$ cat src/rtl/imem_responder.sv
// Instruction-memory responder: a byte-stream load port fills an internal RAM,
// then the block serves CPU fetches with one-cycle latency while holding run high.
module imem_responder #(
  parameter int              AW  = 8,
  parameter int              DW  = 8,
  parameter logic [DW-1:0]   NOP = '0
) (
  input  logic          clk,
  input  logic          rst_n,
  input  logic          load_start,
  input  logic          load_valid,
  output logic          load_ready,
  input  logic [DW-1:0] load_data,
  input  logic          load_last,
  input  logic          fetch_req,
  input  logic [AW-1:0] fetch_addr,
  output logic          fetch_ack,
  output logic [DW-1:0] fetch_data,
  output logic          fetch_oob,
  output logic          run,
  output logic [AW:0]   prog_len
);

  localparam logic [1:0] S_EMPTY = 2'd0;
  localparam logic [1:0] S_LOAD  = 2'd1;
  localparam logic [1:0] S_RUN   = 2'd2;

  localparam logic [AW-1:0] PTR_MAX = '1;

  logic [DW-1:0] mem_q [2**AW];

  logic [1:0]    state_q, state_d;
  logic [AW-1:0] wr_ptr_q, wr_ptr_d;
  logic [AW:0]   prog_len_q, prog_len_d;
  logic          ack_q, ack_d;
  logic [DW-1:0] data_q, data_d;
  logic          oob_q, oob_d;

  logic xfer;
  logic ptr_full;
  logic fetch_in_range;

  // A restart request outranks a same-cycle load beat, which is dropped.
  assign xfer           = (state_q == S_LOAD) && load_valid && !load_start;
  assign ptr_full       = (wr_ptr_q == PTR_MAX);
  assign fetch_in_range = ({1'b0, fetch_addr} < prog_len_q);

  always_comb begin
    state_d    = state_q;
    wr_ptr_d   = wr_ptr_q;
    prog_len_d = prog_len_q;
    ack_d      = 1'b0;
    oob_d      = 1'b0;
    data_d     = data_q;

    if (state_q == S_RUN && fetch_req && !load_start) begin
      ack_d  = 1'b1;
      oob_d  = !fetch_in_range;
      data_d = fetch_in_range ? mem_q[fetch_addr] : NOP;
    end

    if (load_start) begin
      state_d    = S_LOAD;
      wr_ptr_d   = '0;
      prog_len_d = '0;
    end else if (xfer) begin
      // A full RAM ends the image even without load_last; the pointer never wraps.
      if (load_last || ptr_full) begin
        prog_len_d = {1'b0, wr_ptr_q} + (AW+1)'(1);
        state_d    = S_RUN;
      end
      if (!ptr_full) begin
        wr_ptr_d = wr_ptr_q + AW'(1);
      end
    end
  end

  always_ff @(posedge clk or negedge rst_n) begin
    if (!rst_n) begin
      state_q    <= S_EMPTY;
      wr_ptr_q   <= '0;
      prog_len_q <= '0;
      ack_q      <= 1'b0;
      data_q     <= '0;
      oob_q      <= 1'b0;
    end else begin
      state_q    <= state_d;
      wr_ptr_q   <= wr_ptr_d;
      prog_len_q <= prog_len_d;
      ack_q      <= ack_d;
      data_q     <= data_d;
      oob_q      <= oob_d;
    end
  end

  // RAM carries no reset; prog_len guards every read against unwritten entries.
  always_ff @(posedge clk) begin
    if (xfer) begin
      mem_q[wr_ptr_q] <= load_data;
    end
  end

  assign load_ready = (state_q == S_LOAD);
  assign run        = (state_q == S_RUN);
  assign prog_len   = prog_len_q;
  assign fetch_ack  = ack_q;
  assign fetch_data = data_q;
  assign fetch_oob  = oob_q;

endmodule

$ cat config.mk
export PLATFORM = sky130hd
export DESIGN_NAME = imem_responder
export DESIGN_NICKNAME = d
export VERILOG_FILES = /design/src/rtl/imem_responder.sv
export SDC_FILE = /design/constraint.sdc
export NUM_CORES = 2
export LEC_CHECK = 0
export ABC_CLOCK_PERIOD_IN_PS = 6210
export CAP_MARGIN = 10
export CORE_MARGIN = 5
export CORE_UTILIZATION = 40
export CTS_CLUSTER_DIAMETER = 200
export DETAILED_ROUTE_END_ITERATION = 7
export PLACE_DENSITY = 0.52
export SLEW_MARGIN = 10
export SYNTH_ARGS = -nofsm -noshare
export SYNTH_HDL_FRONTEND = slang
export SYNTH_SLANG_ARGS = --single-unit
$ cat constraint.sdc
create_clock -name clk -period 6.21 [get_ports clk]
set_input_delay 0.621 -clock clk [delete_from_list [all_inputs] [get_ports clk]]
set_output_delay 0.621 -clock clk [all_outputs]
set_load 0.005 [all_outputs]
==> results.md <==
* Status: finished clean
* Pwr Total at 0.0294 W
* PD cells at 320 mW/mm^2
* Fillers at 17300
* Net switching power at 0.00630 W
* Req. time, crit path at 6.93 ns
* Non-filler cells, final at 7063
* Clock network power share at 0.425
* Worst-path clk slew at 0.06 ns
* EDFF count, synth at 2048
* Initial drt markers at 3924
* Share of layout cells above drive strength 1 at 0.179
* Number of CTS-inserted buffers at 211
* Synthesized area at 0.0817 mm^2
* Placed insts at 6672
* R2r endpoint: prog_len[8]$_DFFE_PN0P_
* Total number of yosys warnings at 0
* Nature of the critical path endpoint: flip-flop
* Die Width at 462 um
* First-pass GRT wire length at 311000 um
* Final min period at 3.58 ns
* Pre-CTS WS at 1.87 ns
* Arrival @ worst endpoint at 4.30 ns
* Hold Slack at 0.241 ns
* Worst setup margin at 2.63 ns
* Post-DP HPWL at 132000 um
* Reg-to-reg slack, setup at 2.63 ns
* Synth cell count leaders: 2048 x edfxtp_1, 468 x mux2i_1, 352 x mux4_2
* Count of cell types in the netlist at 70
* Remaining DRCs at 0
* Die area at 0.213 mm^2
* Wire per inst at 31.0 um
* Hold Path Stages at 1
* CTS root buffer: clkbuf_16
* Count of TritonRoute iterations in the first routing pass at 5
* GP Congestion at 0.800
* Total track usage at 0.204
* Row count at 166
* Top-count cell post-synth: edfxtp_1
* Top cells by area, synth: edfxtp_1 75%, mux4_2 9.7%, mux2i_1 5.7%
* Worst-Skew Late Latency at 0.86 ns
* Period utilization at 0.576
* H-tree Lvls at 4
* CP Launch Type: flip-flop
* Worst Hold Endpoint: mem_q[72][2]$_DFFE_PP_
* Syn Nets at 4117
* Yosys top cell area share at 0.753
* Sw frac at 0.214
* Antenna Nets Post-Route at 0
* Clock Sinks at 2077
* Pin count of the biggest net entering global routing at 172
* Remaining Overflow, GRT at 0
* Drt total wl at 219000 um
* Instance count of the mapped netlist at 4084
* Worst r2r src: wr_ptr_q[4]$_DFFE_PN0P_
* Core area at 0.204 mm^2
* Measured slew at the worst slew-check pin at 1.20 ns
* Clock buffer depth at 3
* Internal cell power at 0.0231 W
* Die height at 462 um
* Max Cap Viol at 0
* Seq cells post-synth at 2077
* I/O pins at 43
* Peak VDD IR at 0.000303 V
* Input/output buffers at 42
* Vias in the first global route at 40600
* Max Clock Freq at 280 MHz
* Synth-to-Final Area Change at 12.5%
* CTS tree: built
* Relative slew slack at 0.202
* Area leader, netlist: edfxtp_1
* Unrepaired setup endpoints after global routing: false
* Initial antenna violation count at 8
* Leakage power at 29.3 nW
* Flop pwr share at 0.525
* Synth async-reset ratio at 0.0140
* DR vias/cell at 5.69
* Max-slew violation count at 0
* Ys flop type: edfxtp_1
* CP Max Fanout at 10
* Skew final at 0.0351 ns
* Final setup viols at 0
* Syn Area/Cell at 20.0 um^2
* Class of the most critical hold timing path: input pin to flip-flop
* Layout Nets at 4231
* Initial core utilization at 0.401
* Setup TNS Final at 0 ns
* Via count at 40200
* Seq/Total Area, Yosys at 0.761
* CP Class: flip-flop to flip-flop
* Comb power frac at 0.050
* Worst Hold Launch: load_data[2]
* Final Hold Fails at 0
* R2R cell count at 6
[repair_timing]
action,4_1_cts,5_1_grt
hold endpoints to repair,29,0
hold buffers,1,0
buffers inserted,0,0
gates resized for setup,0,0
[worst max-delay path by stage]
stage	startpoint	to	slack, ns
after floorplan	load_start	mem_q[160][0]$_DFFE_PP_	3.52
after global placement	load_start	mem_q[11][1]$_DFFE_PP_	1.90
after detailed placement	load_start	mem_q[93][1]$_DFFE_PP_	1.87
after CTS	state_q[1]$_DFFE_PN0P_	mem_q[91][7]$_DFFE_PP_	2.68
after global routing	state_q[1]$_DFFE_PN0P_	mem_q[11][7]$_DFFE_PP_	2.43
final	wr_ptr_q[4]$_DFFE_PN0P_	prog_len[8]$_DFFE_PN0P_	2.63
[cells in the final DEF (no fill, tap or decap), types with 7 or more instances in the layout]
cell	Yosys	final
a211oi_1	8	8
a21oi_1	22	22
a221oi_1	34	34
a22o_1	21	21
a22oi_1	138	138
a31oi_1	9	9
a32oi_1	9	9
and2_1	8	7
and3_1	8	8
buf_12	2	20
buf_4	66	84
buf_8	1	8
bufinv_16	0	21
clkbuf_1	79	48
clkbuf_16	0	214
clkbuf_8	0	7
clkdlybuf4s50_1	0	27
clkinv_1	0	43
clkinv_2	0	37
dfrtp_1	29	29
diode_2	0	8
edfxtp_1	2048	2048
ha_1	11	11
inv_1	13	13
mux2i_1	468	468
mux4_2	352	352
nand2_1	82	81
nand3_1	64	64
nand3b_1	10	10
nand4_1	29	29
nor2_1	301	300
nor2b_1	16	12
nor3_1	29	28
o211ai_1	9	9
o21ai_0	25	25
o22ai_1	16	16
[worst max-delay path, cell delays in order (launching register included)]
cell,delay [ns]
dfrtp_1,0.49
and2_0,0.72
nand3_1,0.69
nor2_1,0.59
nor2_1,0.10
or2_0,0.50
a31o_2,0.37
[power by group through the flow]
| stage | clock [W] | combinational [W] | sequential (W) |
|---|---|---|---|
| floorplan | 0 | 0.000778 | 0.0157 |
| global placement | 0 | 0.00149 | 0.0157 |
| detailed placement | 0 | 0.00150 | 0.0157 |
| CTS | 0.0127 | 0.00150 | 0.0154 |
| global route | 0.0133 | 0.00155 | 0.0154 |
| finish | 0.0125 | 0.00147 | 0.0154 |
[layer usage]
layer / vias to the layer above / routed length, um / global-route usage
li1: 17000 / - / -
met5: - / 0 / 0
met1: 21700 / 96400 / 0.295
met2: 1245 / 105000 / 0.328
met3: 294 / 12200 / 0.0295
met4: 0 / 5030 / 0.0520
[metrics by stage]
stage | area, um^2 | util
4_1_cts | 91900 | 0.450
6_report | 91900 | 0.451
2_1_floorplan | 81700 | -
5_1_grt | 91900 | 0.451
3_5_place_dp | 85100 | 0.417
3_3_place_gp | 85100 | 0.417
[state kept, by name, summed over array words and instances, names as in the netlist]
register / cells
fetch_ack: 1
fetch_data: 8
fetch_oob: 1
mem_q: 2048
prog_len: 9
state_q: 2
wr_ptr_q: 8
[area by class of cell]
| cell class | count | area (um^2) | area share |
|---|---|---|---|
| well taps | 2688 | 3360 | 0.0366 |
| multi-input cells | 1748 | 18000 | 0.196 |
| diodes | 8 | 20.0 | 0.000218 |
| clock inverters | 116 | 1160 | 0.0126 |
| repair buffers | 147 | 1500 | 0.0163 |
| inverters | 13 | 48.8 | 0.000531 |
| clock buffers | 266 | 5590 | 0.0608 |
| flip-flops and latches | 2077 | 62200 | 0.677 |
[cell families (layout without fill, tap and decap cells)]
logic type / count (synthesis) / in the layout / synth area share
AO/OA/AOI/OAI: 322 / 322 / 0.0290
XOR/XNOR: 12 / 12 / 0.00129
adder cells (fa/ha/maj): 11 / 11 / 0.00168
buffers and inverters: 259 / 542 / 0.0188
flip-flops: 2077 / 2077 / 0.761
multiplexers: 824 / 824 / 0.156
other: 0 / 8 / 0
AND/OR/NAND/NOR: 579 / 579 / 0.0321
Note: power is estimated with default switching activity, not from simulation.
